===== src/rtl/fsrcnn_pkg.sv =====
// fsrcnn_pkg: state encodings and tile defaults shared by the scheduler, loaders and PE array
package fsrcnn_pkg;
  typedef enum logic [2:0] {
    ST_IDLE = 3'd0,
    ST_LDIN = 3'd1,
    ST_LDW  = 3'd2,
    ST_COMP = 3'd3,
    ST_WB   = 3'd4
  } top_state_t;
  typedef enum logic [2:0] {S_IDLE, S_IN_LOAD, S_WL_CLR, S_WL_LOAD, S_COMP, S_WB, S_FIN} sched_state_t;
  localparam int DEF_TM = 16;
  localparam int DEF_TN = 16;
endpackage


===== src/rtl/loop_nest_cnt.sv =====
// loop_nest_cnt: cascaded kernel/input-tile counters plus the output-tile counter stepped on write-back
module loop_nest_cnt #(
  parameter int CW = 8
) (
  input  logic          clk,
  input  logic          rst,
  input  logic          i_clr,
  input  logic          i_step,
  input  logic          i_oc_step,
  input  logic [CW-1:0] i_kk,
  input  logic [CW-1:0] i_n_tiles,
  input  logic [CW-1:0] i_m_tiles,
  output logic [CW-1:0] o_kc,
  output logic [CW-1:0] o_ic,
  output logic [CW-1:0] o_oc,
  output logic          o_kc_last,
  output logic          o_ic_last,
  output logic          o_oc_last
);
  logic [CW-1:0] r_kc, r_ic, r_oc;
  assign o_kc = r_kc;
  assign o_ic = r_ic;
  assign o_oc = r_oc;
  assign o_kc_last = r_kc == i_kk - CW'(1);
  assign o_ic_last = r_ic == i_n_tiles - CW'(1);
  assign o_oc_last = r_oc == i_m_tiles - CW'(1);
  always_ff @(posedge clk or posedge rst)
    if (rst) begin
      r_kc <= '0;
      r_ic <= '0;
      r_oc <= '0;
    end else if (i_clr) begin
      r_kc <= '0;
      r_ic <= '0;
      r_oc <= '0;
    end else begin
      if (i_step) begin
        r_kc <= o_kc_last ? '0 : r_kc + CW'(1);
        if (o_kc_last) r_ic <= o_ic_last ? '0 : r_ic + CW'(1);
      end
      if (i_oc_step && !o_oc_last) r_oc <= r_oc + CW'(1);
    end
endmodule


===== src/rtl/fsrcnn_tile_scheduler.sv =====
// fsrcnn_tile_scheduler: layer sequencer walking output/input tiles and kernel positions,
// driving top_level_state and the weight-loader clear, compute and done handshakes.
module fsrcnn_tile_scheduler import fsrcnn_pkg::*; #(
  parameter int CW = 8,
  parameter int TN = DEF_TN
) (
  input  logic          clk,
  input  logic          rst,
  input  logic          start,
  input  logic [CW-1:0] cfg_m_tiles,
  input  logic [CW-1:0] cfg_n_tiles,
  input  logic [CW-1:0] cfg_kk,
  input  logic          il_finish,
  input  logic          w_tvalid,
  input  logic          wl_finish_flg,
  input  logic          pe_done,
  input  logic          wb_finish,
  output logic [2:0]    top_level_state,
  output logic          wl_rst,
  output logic          pe_start,
  output logic          acc_clear,
  output logic [CW-1:0] oc_idx,
  output logic [CW-1:0] ic_idx,
  output logic [CW-1:0] kc_idx,
  output logic          busy,
  output logic          done
);
  localparam int BW = $clog2(TN + 1);
  sched_state_t  r_state;
  top_state_t    r_tls;
  logic          r_wl_rst, r_pe_start, r_acc_clear, r_busy, r_done;
  logic [CW-1:0] r_m, r_n, r_kk;
  logic [BW-1:0] r_beats;
  logic          w_clr, w_step, w_oc_step, w_zero, w_kc_last, w_ic_last, w_oc_last;
  assign w_clr     = r_state == S_IDLE && start;
  assign w_step    = r_state == S_COMP && pe_done;
  assign w_oc_step = r_state == S_WB && wb_finish;
  assign w_zero    = cfg_m_tiles == '0 || cfg_n_tiles == '0 || cfg_kk == '0;
  assign top_level_state = r_tls;
  assign wl_rst    = r_wl_rst;
  assign pe_start  = r_pe_start;
  assign acc_clear = r_acc_clear;
  assign busy      = r_busy;
  assign done      = r_done;
  loop_nest_cnt #(.CW(CW)) u_cnt (
    .clk(clk), .rst(rst), .i_clr(w_clr), .i_step(w_step), .i_oc_step(w_oc_step),
    .i_kk(r_kk), .i_n_tiles(r_n), .i_m_tiles(r_m),
    .o_kc(kc_idx), .o_ic(ic_idx), .o_oc(oc_idx),
    .o_kc_last(w_kc_last), .o_ic_last(w_ic_last), .o_oc_last(w_oc_last)
  );
  // Outputs are set from the next state so every output is a flop with no input-to-output path
  always_ff @(posedge clk or posedge rst)
    if (rst) begin
      r_state     <= S_IDLE;
      r_tls       <= ST_IDLE;
      r_wl_rst    <= 1'b1;
      r_pe_start  <= 1'b0;
      r_acc_clear <= 1'b0;
      r_busy      <= 1'b0;
      r_done      <= 1'b0;
      r_m         <= '0;
      r_n         <= '0;
      r_kk        <= '0;
      r_beats     <= '0;
    end else begin
      r_wl_rst    <= 1'b0;
      r_pe_start  <= 1'b0;
      r_acc_clear <= 1'b0;
      r_done      <= 1'b0;
      case (r_state)
        S_IDLE: if (start) begin
          r_m    <= cfg_m_tiles;
          r_n    <= cfg_n_tiles;
          r_kk   <= cfg_kk;
          r_busy <= 1'b1;
          if (w_zero) begin
            r_state <= S_FIN;
            r_tls   <= ST_IDLE;
          end else begin
            r_state <= S_IN_LOAD;
            r_tls   <= ST_LDIN;
          end
        end
        S_IN_LOAD: if (il_finish) begin
          r_state  <= S_WL_CLR;
          r_tls    <= ST_IDLE;
          r_wl_rst <= 1'b1;
        end
        S_WL_CLR: begin
          r_state <= S_WL_LOAD;
          r_tls   <= ST_LDW;
          r_beats <= '0;
        end
        S_WL_LOAD: if (wl_finish_flg && w_tvalid) begin
          r_state     <= S_COMP;
          r_tls       <= ST_COMP;
          r_pe_start  <= 1'b1;
          r_acc_clear <= kc_idx == '0 && ic_idx == '0;
        end else if (w_tvalid) r_beats <= r_beats + BW'(1);
        S_COMP: if (pe_done) begin
          if (!w_kc_last) begin
            r_state  <= S_WL_CLR;
            r_tls    <= ST_IDLE;
            r_wl_rst <= 1'b1;
          end else if (!w_ic_last) begin
            r_state <= S_IN_LOAD;
            r_tls   <= ST_LDIN;
          end else begin
            r_state <= S_WB;
            r_tls   <= ST_WB;
          end
        end
        S_WB: if (wb_finish) begin
          if (w_oc_last) begin
            r_state <= S_FIN;
            r_tls   <= ST_IDLE;
          end else begin
            r_state <= S_IN_LOAD;
            r_tls   <= ST_LDIN;
          end
        end
        S_FIN: begin
          r_state <= S_IDLE;
          r_done  <= 1'b1;
          r_busy  <= 1'b0;
        end
        default: begin
          r_state <= S_IDLE;
          r_tls   <= ST_IDLE;
          r_busy  <= 1'b0;
        end
      endcase
    end
  // The loader flags its last column on the TN-th accepted beat of a weight tile
  a_exit_beat: assert property (@(posedge clk) disable iff (rst)
    (r_state == S_WL_LOAD && wl_finish_flg && w_tvalid) |-> r_beats == BW'(TN - 1));
endmodule

===== config.mk =====
export PLATFORM = sky130hd
export DESIGN_NAME = fsrcnn_tile_scheduler
export DESIGN_NICKNAME = d
export VERILOG_FILES = /design/src/rtl/fsrcnn_pkg.sv /design/src/rtl/loop_nest_cnt.sv /design/src/rtl/fsrcnn_tile_scheduler.sv
export SDC_FILE = /design/constraint.sdc
export NUM_CORES = 1
export LEC_CHECK = 0
export CORE_ASPECT_RATIO = 0.8
export CORE_MARGIN = 2
export CORE_UTILIZATION = 50
export DETAILED_ROUTE_END_ITERATION = 8
export GPL_TIMING_DRIVEN = 0
export PLACE_DENSITY = 0.81
export SLEW_MARGIN = 20
export SYNTH_ARGS = -nofsm -noshare
export SYNTH_HDL_FRONTEND = slang
export SYNTH_SLANG_ARGS = --single-unit

===== constraint.sdc =====
create_clock -name clk -period 7.3 [get_ports clk]
set_input_delay 2.19 -clock clk [delete_from_list [all_inputs] [get_ports clk]]
set_output_delay 2.19 -clock clk [all_outputs]
set_load 0.03 [all_outputs]

==> results.yml, run 1 <==
worst_hold_path:
  worstHoldStart: "busy$_DFFE_PP0P_"
  hold_path_depth: 2
  hold_path_end: "busy$_DFFE_PP0P_"
  hp-class: "reg2reg"
drt:
  ant_nets: 0
  drc: 0
  vias: 3640
  viasPerCell: 6.017
  first_pass_iters: 5
  routed_wl_mm: 9.955
  wire_per_inst_um: 16.45
  drt_iter0_markers: 281
die:
  dieArea_um2: 8179
  core_area_um2: 7322
  io_pins: 64
  die_w_um: 100.6
  rows: 28
  dieHeight_um: 81.29
  start_util: 0.5099
clocking:
  post_cts_buffers: 0
  cts-root-buf: "clkbuf_8"
  ctsLongestPathBuffers: 2
  cts.sink_count: 59
  clkTransAtPathRegs_ps: 70
  h-tree-depth: 3
  cts_resized: 0
  cts_tree: "built"
  cts_buffers: 9
  clk_latency_ps: 350
  ctsHoldBuffers: 0
timing:
  min_period_ps: 4347
  worstMarginPinSlew_ps: 742.1
  fmax_mhz: 230.1
  setup_violations: 0
  skew_ps: 6.632
  setup-tns-final_ps: 0
  drv_slew: 0
  hold_viol: 0
  maxSlewHeadroom: 0.5007
  fin_crit_sh: 0.5954
  grt_setup_unrepaired: "no"
synthesis:
  synthSimpleGateAreaFrac: 0.2721
  synth_seq_cells: 59
  syn_inst: 435
  synth_xor_area_frac: 0.07507
  synth_adder_area_share: 0.02681
  ys_top_cells_by_area: "dfrtp_1 39%, nand2_1 8.2%, xnor2_1 4.9%, o21ai_0 3.2%, ha_1 2.7%"
  synth_top_area_cell: "dfrtp_1"
  ys_seq_area_frac: 0.3958
  yosysUniqueCellTypes: 58
  synthMuxAreaShare: 0.01106
  async_flop_share: 1.000
  synth_top_area_frac: 0.3887
  yosys_warnings: 0
  synth_area_um2: 3734
  ys_dominant_reg_cell: "dfrtp_1"
  synth_edf_count: 0
  avgSynthCellArea_um2: 8.583
  synth_top_family_by_area: "simple AND/OR/NAND/NOR gates"
  syn-num-nets: 475
  synth_compound_area_frac: 0.1769
power_and_ir_drop:
  power_w: 0.001619
  p_leak_nw: 1.978
  powerDensity_nw_per_um2: 344.3
  peakVddDrop_mv: 0.1683
placement:
  gp_congestion: 0.8959
  io_buffers: 63
  dp.final_hpwl_mm: 7.364
critical_path:
  path_max_fanout: 10
  worstSetupStartpointType: "input pin"
  r2r-start: "r_kk[2]$_DFFE_PP0P_"
  rrSetupSlack_ps: 4310
  ff2ff_path_depth: 7
  crit_required_ps: 7530
  cp.arrival_ps: 4580
  r2r_end: "u_cnt.o_ic[7]$_DFFE_PP0P_"
  worstSetupEndpointType: "flip-flop"
  crit_type: "in2reg"
final_layout:
  layout_common_cells: "82 x nand2_1, 63 x clkdlybuf4s50_1, 58 x dfrtp_1"
  final_common_cell: "nand2_1"
  fin_nets: 550
  final_util: 0.6422
  antenna_cells: 0
  syn_to_final_growth_pct: 25.94
  drive_gt1_frac: 0.05631
  n_fill_cell: 617
outcome:
  status: "finished clean"
grt:
  antenna_found_initial: 0
  grt_pass1_wl_mm: 16.84
  grt_use_total: 0.2616
  grt_max_degree: 41
  grt_pass1_vias: 3556
  grt_overflow_total: 0
job:
  maxCapViolations: 0
-- flip-flops by register name, summed over array words and instances, names as in the netlist, 3 cells and up --
| signal | cells |
|---|---|
| u_cnt.o_ic | 8 |
| u_cnt.o_kc | 8 |
| r_m | 8 |
| r_kk | 8 |
| r_n | 8 |
| u_cnt.o_oc | 8 |
| top_level_state | 3 |
| r_state | 3 |
-- layout make-up --
type,instances,area (um2),share of cell area
clock buffer,10,137.6,0.02927
sequential,59,1478,0.3143
clock inverter,6,65.06,0.01384
buffer,20,82.58,0.01756
multi-input combinational,336,2098,0.4462
tap,90,112.6,0.02395
inverter,20,77.57,0.01650
timing repair buffer,64,650.6,0.1384
-- per-layer routing --
layer  global-route usage  vias to the layer above  wire length, um
li1                     -                     1714                -
met1               0.3297                     1759             4438
met2               0.4433                      141             4675
met3              0.06885                       26              635
met4              0.07808                        0              206
met5                    0                        -                0
-- through the flow --
| step | setup slack, ps | cells | hold slack, ps | instance area [um2] |
|---|---|---|---|---|
| 6_report | 2953 | 605 | 486.6 | 4702 |
| 5_1_grt | 2907 | 605 | 513.1 | 4702 |
| 4_1_cts | 2999 | 605 | 500.6 | 4702 |
| 3_5_place_dp | 2646 | 589 | 482.6 | 4499 |
| 3_3_place_gp | 2572 | 588 | 467.1 | 4477 |
| 2_1_floorplan | 3445 | 435 | 465.2 | 3734 |
-- worst max-delay path, stage by stage --
cell and delay, ps:
clkdlybuf4s50_1 520, mux2i_1 110, a22o_1 310, nand2b_1 170, or4_1 570, clkbuf_1 280
a311o_1 420
-- synth_stat cells (2+ instances only) --
master / instances
a21o_1: 3
a21oi_1: 12
a22o_1: 6
a22oi_1: 2
a2bb2oi_1: 2
a31oi_1: 2
a32oi_1: 5
a41oi_1: 2
and2_1: 11
and3_1: 5
clkbuf_1: 19
dfrtp_1: 58
ha_1: 8
inv_1: 20
mux2i_1: 3
nand2_1: 82
nand2b_1: 6
nand3_1: 17
nand3b_1: 7
nand4_1: 5
nor2_1: 21
nor2b_1: 3
nor3_1: 10
nor3b_1: 2
nor4_1: 14
nor4b_1: 2
o211ai_1: 2
o21a_1: 2
o21ai_0: 24
o22ai_1: 2
o311ai_0: 3
o31a_1: 3
o31ai_1: 8
or2_2: 2
or3_1: 4
or4_1: 6
xnor2_1: 21
xor2_1: 11
-- power breakdown --
group | internal [W] | total [W] | leakage [nW] | switching [W]
Clock | 0.000167 | 0.000310 | 0.102 | 0.000144
Sequential | 0.000421 | 0.000533 | 0.771 | 0.000112
Combinational | 0.000328 | 0.000776 | 1.10 | 0.000448
-- worst max path at each step --
stage | startpoint | to | slack, ps | cells after the start
final | wb_finish | u_cnt.o_ic[7]$_DFFE_PP0P_ | 2950 | 7
after global routing | wb_finish | u_cnt.o_ic[7]$_DFFE_PP0P_ | 2910 | 7
after CTS | wb_finish | u_cnt.o_ic[7]$_DFFE_PP0P_ | 3000 | 7
after detailed placement | wb_finish | u_cnt.o_ic[7]$_DFFE_PP0P_ | 2650 | 7
after global placement | rst | pe_start$_DFF_PP0_ | 2570 | 2
after floorplan | wb_finish | u_cnt.o_ic[7]$_DFFE_PP0P_ | 3440 | 6
-- kinds of logic (layout without fill, tap and decap cells) --
logic type	count (synthesis)	count (layout)
xor gates and xnor gates	32	32
muxes	4	4
AOI/OAI and AO/OA	90	90
adders and majority gates	8	8
and+or+nand+nor	202	202
buffers and inverters	40	120
DFF	59	59
Note: power is estimated with default switching activity, not from simulation.
==> run 2: changes to the inputs <==
- CORE_UTILIZATION: 50 -> 48
- clock period: 7.3 -> 3.55 ns (I/O delays scaled with it)
==> run 2 against run 1 <==
Effect of this change: total power is 110% higher; utilization shrank 0.43 points; combinational power is 110% higher; count of clock-buffer cells in the layout increased by 1; sequential share of layout area down 0.38 points; die area rose by 4.0%; sequential cell count unchanged; via count increased by 0.44%; first-iteration DRC count rose by 31%; largest power group unchanged; highest routed layer unchanged.
==> results.yml, run 2 (synthesis results as in run 1) <==
drt:
  first_pass_iters: 5
  drt_iter0_markers: 369
  ant_nets: 0
  vias: 3656
  drc: 0
  wire_per_inst_um: 16.50
  viasPerCell: 5.897
  routed_wl_mm: 10.23
grt:
  globalRouteMet3Util: 0.07239
  grt_pass1_vias: 3571
  grtUsageMet2: 0.4195
  grt_overflow_total: 0
  antenna_found_initial: 0
  grt_use_total: 0.2560
  grt_pass1_wl_mm: 17.35
  grt-busiest-layer: "met2"
  grt_max_degree: 41
  grtUsageMet1: 0.3401
clocking:
  ctsLongestPathBuffers: 2
  cts_resized: 0
  cts_buffers: 9
  cts_tree: "built"
  clkTransAtPathRegs_ps: 70
  clk_latency_ps: 350
  cts.sink_count: 59
  post_cts_buffers: 0
  h-tree-depth: 3
  cts-root-buf: "clkbuf_8"
  ctsHoldBuffers: 0
placement:
  io_buffers: 63
  dp.final_hpwl_mm: 7.470
  pre_cts_ws_ps: 17.93
  gp_congestion: 0.9305
timing:
  hold_viol: 0
  maxSlewHeadroom: 0.4632
  setup_ws_ps: 324.3
  min_period_ps: 3226
  fmax_mhz: 310.0
  worstMarginPinSlew_ps: 797.9
  grt_setup_unrepaired: "no"
  skew_ps: 5.930
  setup_violations: 0
  fin_crit_sh: 0.9086
  drv_slew: 0
  setup-tns-final_ps: 0
die:
  die_w_um: 102.6
  dieArea_um2: 8504
  dieHeight_um: 82.89
  rows: 28
  io_pins: 64
  core_area_um2: 7462
  start_util: 0.5003
critical_path:
  path_max_fanout: 10
  crit_type: "in2reg"
  worstSetupEndpointType: "flip-flop"
  cp.arrival_ps: 3460
  crit_required_ps: 3780
  worstSetupStartpointType: "input pin"
final_layout:
  antenna_cells: 0
  layout_common_cells: "82 x nand2_1, 63 x clkdlybuf4s50_1, 58 x dfrtp_1"
  multi_input_comb_area_um2: 2098
  final_util: 0.6378
  ff_latch_area_um2: 1478
  drive_gt1_frac: 0.05437
  final_common_cell: "nand2_1"
  fin_nets: 550
  syn_to_final_growth_pct: 27.48
  n_fill_cell: 626
power_and_ir_drop:
  p_leak_nw: 1.999
  powerDensity_nw_per_um2: 727.6
  peakVddDrop_mv: 0.3472
outcome:
  status: "finished clean"
job:
  maxCapViolations: 0
worst_hold_path:
  hp-class: "reg2reg"
run 2: cell types whose count changed in the layout (fill, tap and decap cells not counted), sizes merged:
| cell | delta |
|---|---|
| bufinv | +2 |
| clkbuf | +1 |
| clkinv | -2 |
| clkinvlp | -1 |
run 2: area by class of cell:
| cell class | instances | share of cell area |
|---|---|---|
| clock buffers | 11 | 0.02971 |
| well taps | 105 | 0.02760 |
| clock inverters | 5 | 0.02103 |
| flip-flops and latches | 59 | 0.3105 |
| inverters | 20 | 0.01630 |
| repair buffers | 64 | 0.1367 |
| multi-input cells | 336 | 0.4409 |
| plain buffers | 20 | 0.01735 |
run 2: power by group:
group | leakage [nW] | switching, W | total [W] | internal (W)
sequential | 0.771 | 0.000231 | 0.00110 | 0.000866
combinational | 1.10 | 0.000929 | 0.00160 | 0.000672
clock | 0.123 | 0.000282 | 0.000766 | 0.000483
total | 2.00 | 0.00144 | 0.00346 | 0.00202
run 2: worst paths after layout:
check / from / end / slack, ps / cells after the start
worst max-delay path: wb_finish / u_cnt.o_ic[7]$_DFFE_PP0P_ / 320 / 7
worst min-delay path: busy$_DFFE_PP0P_ / busy$_DFFE_PP0P_ / 490 / 2
worst max register to register: r_kk[2]$_DFFE_PP0P_ / u_cnt.o_ic[7]$_DFFE_PP0P_ / 560 / 7
worst min register to register: busy$_DFFE_PP0P_ / busy$_DFFE_PP0P_ / 490 / 2
max in group asynchronous: rst / u_cnt.o_oc[2]$_DFFE_PP0P_ / 2050 / 3
min in group asynchronous: rst / r_n[7]$_DFFE_PP0P_ / 1010 / 2
run 2: metal layers:
metal	vias to the layer above	wire length (um)
li1	1709	-
met1	1777	4311
met2	160	5124
met3	10	716
met4	0	78
met5	-	0
run 2: through the flow:
stage | instance area, um2 | hold slack [ps] | cells | total power, W
after floorplan | 3734 | 465.2 | 435 | 0.002214
after global placement | 4496 | 463.9 | 603 | 0.002585
after detailed placement | 4518 | 476.1 | 604 | 0.002669
after CTS | 4760 | 491.0 | 620 | 0.003444
after global routing | 4760 | 514.9 | 620 | 0.003704
final | 4760 | 489.6 | 620 | 0.003463
run 2: worst max-delay path: stages:
cell and delay [ps]:
clkdlybuf4s50_1 500, mux2i_1 120, a22o_1 320, nand2b_1 170, or4_1 590, clkbuf_1 290
a311o_1 410
